$ cat src/rtl/mcu_port_arbiter.sv
// Shares the single memory-controller command port between the CPU cache and the DMA engine.
// Round-robin on contention; ack and read data are steered back to the owner combinationally.
module mcu_port_arbiter #(
    parameter int ADDR_W    = 26,
    parameter int BURST_LEN = 2
) (
    input  logic              MCU_CLK,
    input  logic              RST,
    // cache side
    output logic              dma_mcu_access,
    input  logic [ADDR_W-1:0] mem_addr,
    input  logic              mem_we,
    input  logic              mem_do_act,
    input  logic [31:0]       mem_dataintomem,
    output logic              mem_ack,
    output logic [31:0]       mem_datafrommem,
    // DMA side
    input  logic              dma_req,
    input  logic              dma_we,
    input  logic [ADDR_W-1:0] dma_addr,
    input  logic [31:0]       dma_wdata,
    output logic              dma_ack,
    output logic              dma_rvalid,
    output logic [31:0]       dma_rdata,
    // memory controller side
    output logic              ctl_act,
    output logic              ctl_we,
    output logic [ADDR_W-1:0] ctl_addr,
    output logic [31:0]       ctl_wdata,
    input  logic              ctl_ack,
    input  logic              ctl_rvalid,
    input  logic [31:0]       ctl_rdata,
    // state observation
    output logic [2:0]        o_dbg_state
);

    // Handshake: a requester holds its valid level (mem_do_act / dma_req) until it has been
    // granted, acked and fully drained; the controller acks a command with a one-cycle ctl_ack
    // while ctl_act is high, then returns BURST_LEN one-cycle ctl_rvalid beats for a read.
    typedef enum logic [2:0] {
        S_IDLE      = 3'd0,
        S_CPU_CMD   = 3'd1,
        S_CPU_RD    = 3'd2,
        S_CPU_DRAIN = 3'd3,
        S_DMA_CMD   = 3'd4,
        S_DMA_RD    = 3'd5,
        S_DMA_DRAIN = 3'd6
    } state_t;

    localparam logic [3:0] LAST_BEAT = 4'(BURST_LEN - 1);

    state_t     r_state;
    logic       r_last_dma;
    logic       r_access;
    logic [3:0] r_beat_cnt;

    logic w_cpu_req;
    logic w_dma_req;
    logic w_pick_dma;
    logic w_dma_side;

    assign w_cpu_req  = mem_do_act & r_access;
    assign w_dma_req  = dma_req;
    // On contention the side that did not own the port last time wins.
    assign w_pick_dma = w_dma_req & (~w_cpu_req | ~r_last_dma);
    assign w_dma_side = (r_state == S_DMA_CMD) | (r_state == S_DMA_RD) | (r_state == S_DMA_DRAIN);

    always_ff @(posedge MCU_CLK or posedge RST) begin
        if (RST) begin
            r_state    <= S_IDLE;
            r_last_dma <= 1'b1;
            r_access   <= 1'b1;
            r_beat_cnt <= 4'd0;
        end else begin
            case (r_state)
                S_IDLE: begin
                    if (w_cpu_req | w_dma_req) begin
                        if (w_pick_dma) begin
                            r_state    <= S_DMA_CMD;
                            r_last_dma <= 1'b1;
                            r_access   <= 1'b0;
                        end else begin
                            r_state    <= S_CPU_CMD;
                            r_last_dma <= 1'b0;
                        end
                    end
                end
                S_CPU_CMD: begin
                    if (ctl_ack) begin
                        r_beat_cnt <= 4'd0;
                        r_state    <= mem_we ? S_CPU_DRAIN : S_CPU_RD;
                    end
                end
                S_CPU_RD: begin
                    if (ctl_rvalid) begin
                        if (r_beat_cnt == LAST_BEAT) begin
                            r_state <= S_CPU_DRAIN;
                        end else begin
                            r_beat_cnt <= r_beat_cnt + 4'd1;
                        end
                    end
                end
                S_CPU_DRAIN: begin
                    if (!mem_do_act) begin
                        r_state <= S_IDLE;
                    end
                end
                S_DMA_CMD: begin
                    if (ctl_ack) begin
                        r_beat_cnt <= 4'd0;
                        r_state    <= dma_we ? S_DMA_DRAIN : S_DMA_RD;
                    end
                end
                S_DMA_RD: begin
                    if (ctl_rvalid) begin
                        if (r_beat_cnt == LAST_BEAT) begin
                            r_state <= S_DMA_DRAIN;
                        end else begin
                            r_beat_cnt <= r_beat_cnt + 4'd1;
                        end
                    end
                end
                S_DMA_DRAIN: begin
                    if (!dma_req) begin
                        r_state  <= S_IDLE;
                        r_access <= 1'b1;
                    end
                end
                default: begin
                    r_state  <= S_IDLE;
                    r_access <= 1'b1;
                end
            endcase
        end
    end

    // Command is only presented while waiting for ack, so a lingering request is never reissued.
    assign ctl_act   = (r_state == S_CPU_CMD) | (r_state == S_DMA_CMD);
    assign ctl_we    = w_dma_side ? dma_we    : mem_we;
    assign ctl_addr  = w_dma_side ? dma_addr  : mem_addr;
    assign ctl_wdata = w_dma_side ? dma_wdata : mem_dataintomem;

    assign mem_ack         = ctl_ack & (r_state == S_CPU_CMD);
    assign dma_ack         = ctl_ack & (r_state == S_DMA_CMD);
    assign dma_rvalid      = ctl_rvalid & (r_state == S_DMA_RD);
    assign mem_datafrommem = ctl_rdata;
    assign dma_rdata       = ctl_rdata;

    assign dma_mcu_access = r_access;
    assign o_dbg_state    = r_state;

endmodule

$ cat config.mk
export PLATFORM = sky130hd
export DESIGN_NAME = mcu_port_arbiter
export DESIGN_NICKNAME = d
export VERILOG_FILES = /design/src/rtl/mcu_port_arbiter.sv
export SDC_FILE = /design/constraint.sdc
export NUM_CORES = 1
export LEC_CHECK = 0
export ABC_AREA = 0
export ABC_CLOCK_PERIOD_IN_PS = 2650
export CAP_MARGIN = 30
export CORE_AREA = 2 2 113 115
export DETAILED_ROUTE_END_ITERATION = 8
export DIE_AREA = 0 0 115 117
export PLACE_DENSITY_LB_ADDON = 0.08
export SLEW_MARGIN = 25
export SYNTH_ARGS = -nofsm -noshare
export SYNTH_HDL_FRONTEND = slang
export SYNTH_SLANG_ARGS = --single-unit
export TNS_END_PERCENT = 10
$ cat constraint.sdc
create_clock -name MCU_CLK -period 2.65 [get_ports MCU_CLK]
set_input_delay 0.53 -clock MCU_CLK [delete_from_list [all_inputs] [get_ports MCU_CLK]]
set_output_delay 0.53 -clock MCU_CLK [all_outputs]
set_load 0.01 [all_outputs]
==> metrics.log, run 1 <==
[metrics] Slowest cell on crit path: sky130_fd_sc_hd__clkdlybuf4s50_1
[metrics] combined global-route utilization of all metal layers: 11.1%
[metrics] total of warnings raised by yosys: 0
[metrics] total negative slack: 0 ps
[metrics] power density of the placed cells: 824 nW/µm²
[metrics] TritonCTS buffer count: 3
[metrics] nature of the critical path startpoint: register
[metrics] data arrival time of the critical path: 2040 ps
[metrics] DRC Markers: 0
[metrics] number of setup buffers added after CTS: 0
[metrics] average routed wire per standard cell: 17.5 µm
[metrics] initial standard-cell utilization of the core: 15.7%
[metrics] Largest stage delay, worst path: 500 ps
[metrics] crit-path max FO: 59
[metrics] top cell type by total area after synthesis: sky130_fd_sc_hd__mux2_2
[metrics] final clock period utilization by the worst path: 97.1%
[metrics] top_reg_cell synth: sky130_fd_sc_hd__dfrtp_1
[metrics] Slew @ Worst Pin: 407 ps
[metrics] portion of synthesized cell area occupied by the leading cell type: 29.1%
[metrics] cell with the most instances after synthesis: sky130_fd_sc_hd__buf_4
[metrics] number of global-route vias before repair: 1866
[metrics] port buffer count: 190
[metrics] Chip Width: 115 µm
[metrics] unrepaired setup endpoints after global routing: no
[metrics] wirelength, routed: 8550 µm
[metrics] area added between synthesis and finish: 85.4%
[metrics] Iter 0 DRT Violations: 31
[metrics] Clk network pwr share: 9.2%
[metrics] DR vias/cell: 3.91
[metrics] Final Instance Count excl. Fillers: 490
[metrics] met3 track demand over resource in global routing: 3.14%
[metrics] worst IR drop on VDD: 470 µV
[metrics] most used routing layer: met2
[metrics] number of inserted diodes: 0
[metrics] Fmax: 389 MHz
[metrics] count of final setup violators: 0
[metrics] count of flip-flops with a built-in enable after synthesis: 0
[metrics] final-layout fill cell count: 1313
[metrics] Max clock buf depth: 2
[metrics] fraction of registers with async set/reset: 100%
[metrics] clock slew seen by the registers of the worst setup and hold paths: 40 ps
[metrics] synthesized instance count: 217
[metrics] via total after detailed routing: 1916
[metrics] Die Footprint: 13500 µm²
[metrics] Post-Syn Area: 1930 µm²
[metrics] number of nets produced by synthesis: 375
[metrics] net switching power figure: 1.15 mW
[metrics] count of clock tree sinks: 9
[metrics] most frequent cells after synthesis: sky130_fd_sc_hd__buf_4 (65), sky130_fd_sc_hd__mux2_2 (50), sky130_fd_sc_hd__mux2_1 (10)
[metrics] worst clock skew: 1.47 ps
[metrics] CTS tree: done
[metrics] GR Layer Usage met2: 20.3%
[metrics] worst min-delay path category: register to register
[metrics] worst setup path class: register to output port
[metrics] final critical path time including I/O delays and setup: 2570 ps
[metrics] Layout Nets: 499
[metrics] post-placement cell area: 3500 µm²
[metrics] CTS H-Tree Depth: 1
[metrics] internal portion of total power: 1.81 mW
[metrics] cell chosen for the clock root: sky130_fd_sc_hd__clkbuf_16
[metrics] half-perimeter wire length after placement: 7320 µm
[metrics] r2r setup slk: 1020 ps
[metrics] power share of the combinational group: 82.3%
[metrics] relative slew slack: 72.8%
[metrics] CTS Hold Bufs: 0
[metrics] part of the total power dissipated in sequential elements: 8.5%
[metrics] met1 Usage GRT: 13.1%
[metrics] Pins Over Slew Limit: 0
[metrics] distinct cell type count after synthesis: 42
[metrics] sequential fraction of the synthesis area: 11.8%
[metrics] total instance count after detailed placement: 486
[metrics] # Max-Cap Violations: 0
[metrics] initial antenna violation count: 0
[metrics] core area: 12300 µm²
[metrics] post-route cell area: 3580 µm²
[metrics] switching part of the total power: 38.8%
[metrics] Pleak: 1.33 nW
[metrics] total global routing overflow: 0
[metrics] Skew-Pair Late Insertion Delay: 230 ps
[metrics] sequence of cells on the critical path: a21boi_4 -> buf_12 -> mux2_2 -> clkdlybuf4s50_1
[metrics] Hold Violations, Final: 0
[metrics] Gates resized, CTS repair: 0
[metrics] Pre-Repair DR Iteration Count: 4
[metrics] IO Pins: 287
[metrics] final core utilization: 29.1%
[metrics] required time of the worst setup path: 2120 ps
[metrics] kind of end point of the critical path: output port
[metrics] Post-DRT Antenna Nets: 0
[metrics] top cells by area in the synthesized netlist: sky130_fd_sc_hd__mux2_2 (29%), sky130_fd_sc_hd__buf_4 (25%), sky130_fd_sc_hd__dfrtp_1 (9.1%)
[metrics] routability congestion estimate: 0.706
[metrics] floorplan row count: 41
[metrics] fraction of layout cells with a size suffix above 1: 19.7%
[metrics] Mapped Avg Cell Area: 8.90 µm²
[metrics] wire length of the first global-routing pass: 11400 µm
[metrics] number of synthesized register bits: 9
[metrics] maximum number of pins on one net before global-route repair: 60
[metrics] result of the run: completed
[metrics] die extent in y: 117 µm
## flip-flops by register name, summed over array words and instances (netlist names)
signal,count
dma_mcu_access,1
o_dbg_state,3
r_beat_cnt,4
r_last_dma,1
## power groups by stage
stage	clock (mW)	sequential, mW	combinational (mW)
after global placement	0	0.254	2.47
after CTS	0.276	0.254	2.47
after floorplan	0	0.263	1.42
after global routing	0.281	0.262	2.62
after detailed placement	0	0.254	2.46
final	0.270	0.252	2.43
## per-stage QoR
stage          hold slack (ps)  total power [mW]  setup WS [ps]
3_5_place_dp               513              2.71            317
4_1_cts                    520              3.00           58.9
3_3_place_gp               509              2.73            316
6_report                   518              2.95           76.2
2_1_floorplan              356              1.68            721
5_1_grt                    553              3.16           2.20
## worst max-delay path, delay by kind of cell (launching register included)
kind | cells | cell delay [ps]
compound gates | 1 | 180
buf+inv | 2 | 810
flops | 1 | 400
mux | 1 | 380
## routing by layer
layer | share of wire (%) | wire [µm]
met1 | 38 | 3260
met2 | 52 | 4430
met3 | 9.5 | 810
met4 | 0.71 | 61
met5 | 0 | 0
## final timing paths
check	startpoint	endpoint	cells past startpoint
worst max-delay path	o_dbg_state[1]$_DFFE_PP0P_	ctl_addr[23]	4
worst min-delay path	r_last_dma$_DFFE_PP1P_	r_last_dma$_DFFE_PP1P_	2
worst max register to register	r_beat_cnt[0]$_DFFE_PP0P_	o_dbg_state[1]$_DFFE_PP0P_	5
worst min register to register	r_last_dma$_DFFE_PP1P_	r_last_dma$_DFFE_PP1P_	2
max in group asynchronous	RST	r_last_dma$_DFFE_PP1P_	2
min in group asynchronous	RST	r_beat_cnt[0]$_DFFE_PP0P_	2
## layout by cell type, fill, tap and decap left out, types with 4 or more instances in the layout
master / netlist / final
sky130_fd_sc_hd__mux2_1: 10 / 10
sky130_fd_sc_hd__inv_1: 4 / 4
sky130_fd_sc_hd__nand2_1: 7 / 7
sky130_fd_sc_hd__nor2_1: 5 / 5
sky130_fd_sc_hd__nor3_1: 6 / 6
sky130_fd_sc_hd__clkdlybuf4s50_1: 0 / 190
sky130_fd_sc_hd__a21oi_1: 8 / 8
sky130_fd_sc_hd__dfrtp_1: 7 / 7
sky130_fd_sc_hd__o21ai_0: 7 / 7
sky130_fd_sc_hd__mux2_2: 50 / 50
## kinds of logic (layout without fill, tap and decap cells)
group	after synthesis	count (layout)	synth area share, %
buffers and inverters	79	202	29.8
flip-flops	9	9	11.8
AND/OR/NAND/NOR	36	36	11.2
AO/OA/AOI/OAI	31	31	10.9
multiplexers	60	60	35.0
adder cells (fa/ha/maj)	2	2	1.30
## area by class of cell
class                      count  area, µm²  share of cell area [%]
clock buffer                   4       78.8                    2.20
tap                          150        188                    5.24
inverter                       4       15.0                   0.419
sequential                     9        228                    6.36
multi-input combinational    129       1130                    31.5
timing repair buffer         194       1940                    54.3
Power figures use the tool's default switching activity.
==> run 2, diff against run 1 <==
--- a/config.mk
+++ b/config.mk
@@ -11,9 +11,10 @@
 export CORE_AREA = 2 2 113 115
 export DETAILED_ROUTE_END_ITERATION = 8
 export DIE_AREA = 0 0 115 117
+export GPL_TIMING_DRIVEN = 1
 export PLACE_DENSITY_LB_ADDON = 0.08
 export SLEW_MARGIN = 25
 export SYNTH_ARGS = -nofsm -noshare
 export SYNTH_HDL_FRONTEND = slang
 export SYNTH_SLANG_ARGS = --single-unit
-export TNS_END_PERCENT = 10
+export TNS_END_PERCENT = 50
==> constraint.sdc (replaced) <==
create_clock -name MCU_CLK -period 2.65 [get_ports MCU_CLK]
set_input_delay 0.53 -clock MCU_CLK [delete_from_list [all_inputs] [get_ports MCU_CLK]]
set_output_delay 0.53 -clock MCU_CLK [all_outputs]
set_load 0.1 [all_outputs]
==> run 2 against run 1 <==
- hold slack improved by 7.0 ps
- setup slack better by 140 ps
- maximum frequency grew 5.7%
- routed wire length increased by 5.9%
- sequential share of layout area is 0.86 points lower
- critical path type unchanged
- largest power group unchanged
==> metrics.log, run 2 (same netlist as run 1, synthesis figures left out) <==
[metrics] wire length of the first global-routing pass: 11900 µm (+4.6%)
[metrics] CTS Hold Bufs: 0 (unchanged)
[metrics] Slew @ Worst Pin: 380 ps (-27.7 ps)
[metrics] top library cells by usage in the layout, fill and taps aside: sky130_fd_sc_hd__clkdlybuf4s50_1 (123), sky130_fd_sc_hd__buf_12 (64), sky130_fd_sc_hd__mux2_2 (51), sky130_fd_sc_hd__mux2_1 (9)
[metrics] most frequent standard cell in the layout excluding fill and tap cells: sky130_fd_sc_hd__clkdlybuf4s50_1
[metrics] Hold Violations, Final: 0 (unchanged)
[metrics] Die Footprint: 13500 µm² (unchanged)
[metrics] IO Pins: 287 (unchanged)
[metrics] clock slew seen by the registers of the worst setup and hold paths: 40 ps (about the same)
[metrics] part of the total power dissipated in sequential elements: 4.3% (-4.2 points)
[metrics] total global routing overflow: 0 (unchanged)
[metrics] Chip Width: 115 µm (unchanged)
[metrics] combined global-route utilization of all metal layers: 11.8% (+0.74 points)
[metrics] count of final setup violators: 0 (unchanged)
[metrics] Pins Over Slew Limit: 0 (unchanged)
[metrics] half-perimeter wire length after placement: 7870 µm (+7.5%)
[metrics] Pleak: 1.67 nW (+26%)
[metrics] kind of end point of the critical path: output port
[metrics] wirelength, routed: 9060 µm (+5.9%)
[metrics] count of clock tree sinks: 9 (unchanged)
[metrics] CTS tree: done
[metrics] maximum number of pins on one net before global-route repair: 60 (unchanged)
[metrics] area added between synthesis and finish: 118%
[metrics] data arrival time of the critical path: 1900 ps (-140 ps)
[metrics] cell chosen for the clock root: sky130_fd_sc_hd__clkbuf_16
[metrics] DR vias/cell: 3.99 (+2.0%)
[metrics] Skew-Pair Late Insertion Delay: 230 ps (about the same)
[metrics] power share of the combinational group: 91.5% (+9.2 points)
[metrics] setup ws final: 215 ps (+139 ps)
[metrics] die extent in y: 117 µm (unchanged)
[metrics] Clk network pwr share: 4.1% (-5.1 points)
[metrics] Max clock buf depth: 2 (unchanged)
[metrics] Iter 0 DRT Violations: 37 (+19%)
[metrics] worst IR drop on VDD: 511 µV (+8.7%)
[metrics] via total after detailed routing: 1951 (+1.8%)
[metrics] relative slew slack: 74.7% (+1.8 points)
[metrics] number of flip-flops under the largest register name: 4 (unchanged)
[metrics] net switching power figure: 3.98 mW (+250%)
[metrics] worst clock skew: 0.668 ps (-0.806 ps)
[metrics] result of the run: completed
[metrics] initial antenna violation count: 1 (+1)
[metrics] TritonCTS buffer count: 3 (unchanged)
[metrics] nature of the critical path startpoint: register
[metrics] Layout Nets: 498 (-0.20%)
[metrics] power density of the placed cells: 1550 nW/µm² (+89%)
[metrics] unrepaired setup endpoints after global routing: no
[metrics] crit-path max FO: 59 (unchanged)
[metrics] register ranked first by flip-flop count: r_beat_cnt
[metrics] number of setup buffers added after CTS: 0 (unchanged)
[metrics] post-placement worst setup slack: 483 ps (+166 ps)
[metrics] # Max-Cap Violations: 0 (unchanged)
[metrics] floorplan row count: 41 (unchanged)
[metrics] switching part of the total power: 60.8% (+22 points)
[metrics] routability congestion estimate: 0.802 (+13%)
[metrics] hold slack: 525 ps (+6.98 ps)
[metrics] initial standard-cell utilization of the core: 15.7% (unchanged)
[metrics] DRC Markers: 0 (unchanged)
[metrics] CTS H-Tree Depth: 1 (unchanged)
[metrics] number of inserted diodes: 0 (unchanged)
[metrics] required time of the worst setup path: 2120 ps (about the same)
[metrics] port buffer count: 190 (unchanged)
[metrics] internal portion of total power: 2.56 mW (+42%)
[metrics] worst setup path class: register to output port
[metrics] Fmax: 411 MHz (+5.7%)
[metrics] Gates resized, CTS repair: 0 (unchanged)
[metrics] fraction of layout cells with a size suffix above 1: 41.3% (+22 points)
[metrics] total negative slack: 0 ps (unchanged)
[metrics] Pre-Repair DR Iteration Count: 4 (unchanged)
[metrics] final critical path time including I/O delays and setup: 2430 ps (-139 ps)
[metrics] number of global-route vias before repair: 1913 (+2.5%)
[metrics] core area: 12300 µm² (unchanged)
[metrics] final-layout fill cell count: 1248 (-5.0%)
[metrics] final clock period utilization by the worst path: 91.9% (-5.2 points)
[metrics] worst min-delay path category: register to register
[metrics] average routed wire per standard cell: 18.5 µm (+6.1%)
[metrics] Post-DRT Antenna Nets: 0 (unchanged)
## run 2: cell types whose count changed in the layout (fill, tap and decap cells not counted), moves of 2 or more
cell,previous run,this run
sky130_fd_sc_hd__nor2_1,5,3
sky130_fd_sc_hd__clkdlybuf4s50_1,190,123
sky130_fd_sc_hd__dfrtp_2,0,3
sky130_fd_sc_hd__dfrtp_1,7,4
sky130_fd_sc_hd__buf_4,3,6
sky130_fd_sc_hd__buf_12,1,64
## run 2: final cells by class
class	instances	area [µm²]	share of cell area, %
clock buffers	4	78.8	1.87
inverters	4	15.0	0.356
multi-input cells	129	1140	27.1
flip-flops and latches	9	231	5.49
well taps	150	188	4.46
repair buffers	193	2560	60.7
## run 2: path summary, 6_finish.rpt
path	from	to	slack, ps	cells after the start
worst max register to register	r_beat_cnt[0]$_DFFE_PP0P_	o_dbg_state[1]$_DFFE_PP0P_	1030	5
worst min-delay path	r_last_dma$_DFFE_PP1P_	r_last_dma$_DFFE_PP1P_	530	2
worst min register to register	r_last_dma$_DFFE_PP1P_	r_last_dma$_DFFE_PP1P_	530	2
worst max-delay path	o_dbg_state[0]$_DFFE_PP0P_	ctl_wdata[15]	220	4
min in group asynchronous	RST	r_beat_cnt[0]$_DFFE_PP0P_	570	2
max in group asynchronous	RST	dma_mcu_access$_DFFE_PP1P_	1770	2
## run 2: worst max-delay path, cell delays in order (launching register included)
cell and delay, ps:
sky130_fd_sc_hd__dfrtp_2 520, sky130_fd_sc_hd__a21boi_4 190, sky130_fd_sc_hd__buf_12 290, sky130_fd_sc_hd__mux2_2 410, sky130_fd_sc_hd__buf_12 170
## run 2: per-stage QoR
step | total power [mW] | utilization [%] | instances | cell area (µm²)
finish | 6.54 | 34.2 | 489 | 4210
global route | 6.76 | 34.2 | 489 | 4210
CTS | 6.60 | 34.2 | 489 | 4210
detailed placement | 6.32 | 33.6 | 485 | 4130
global placement | 6.33 | 33.6 | 485 | 4130
floorplan | 4.63 | - | 217 | 1950
## run 2: power by group through the flow
| stage | Combinational, mW | Sequential (mW) | Clock (mW) |
|---|---|---|---|
| after global routing | 6.19 | 0.291 | 0.283 |
| after global placement | 6.04 | 0.281 | 0 |
| final | 5.99 | 0.283 | 0.271 |
| after floorplan | 4.15 | 0.472 | 0 |
| after CTS | 6.04 | 0.282 | 0.278 |
| after detailed placement | 6.03 | 0.284 | 0 |
## run 2: layer usage
layer | track usage (%) | vias up | share of wire (%)
li1 | - | 947 | -
met1 | 14.4 | 878 | 40
met2 | 20.6 | 114 | 49
met3 | 4.07 | 10 | 11
met4 | 2.09 | 2 | 0.51
met5 | 0 | - | 0.088
==> run 3, diff against run 2 <==
--- a/config.mk
+++ b/config.mk
@@ -6,7 +6,6 @@
 export NUM_CORES = 1
 export LEC_CHECK = 0
 export ABC_AREA = 0
-export ABC_CLOCK_PERIOD_IN_PS = 2650
 export CAP_MARGIN = 30
 export CORE_AREA = 2 2 113 115
 export DETAILED_ROUTE_END_ITERATION = 8
==> results of run 3 <==
No change in the layout: final DEF, timing and power equal those of run 2.
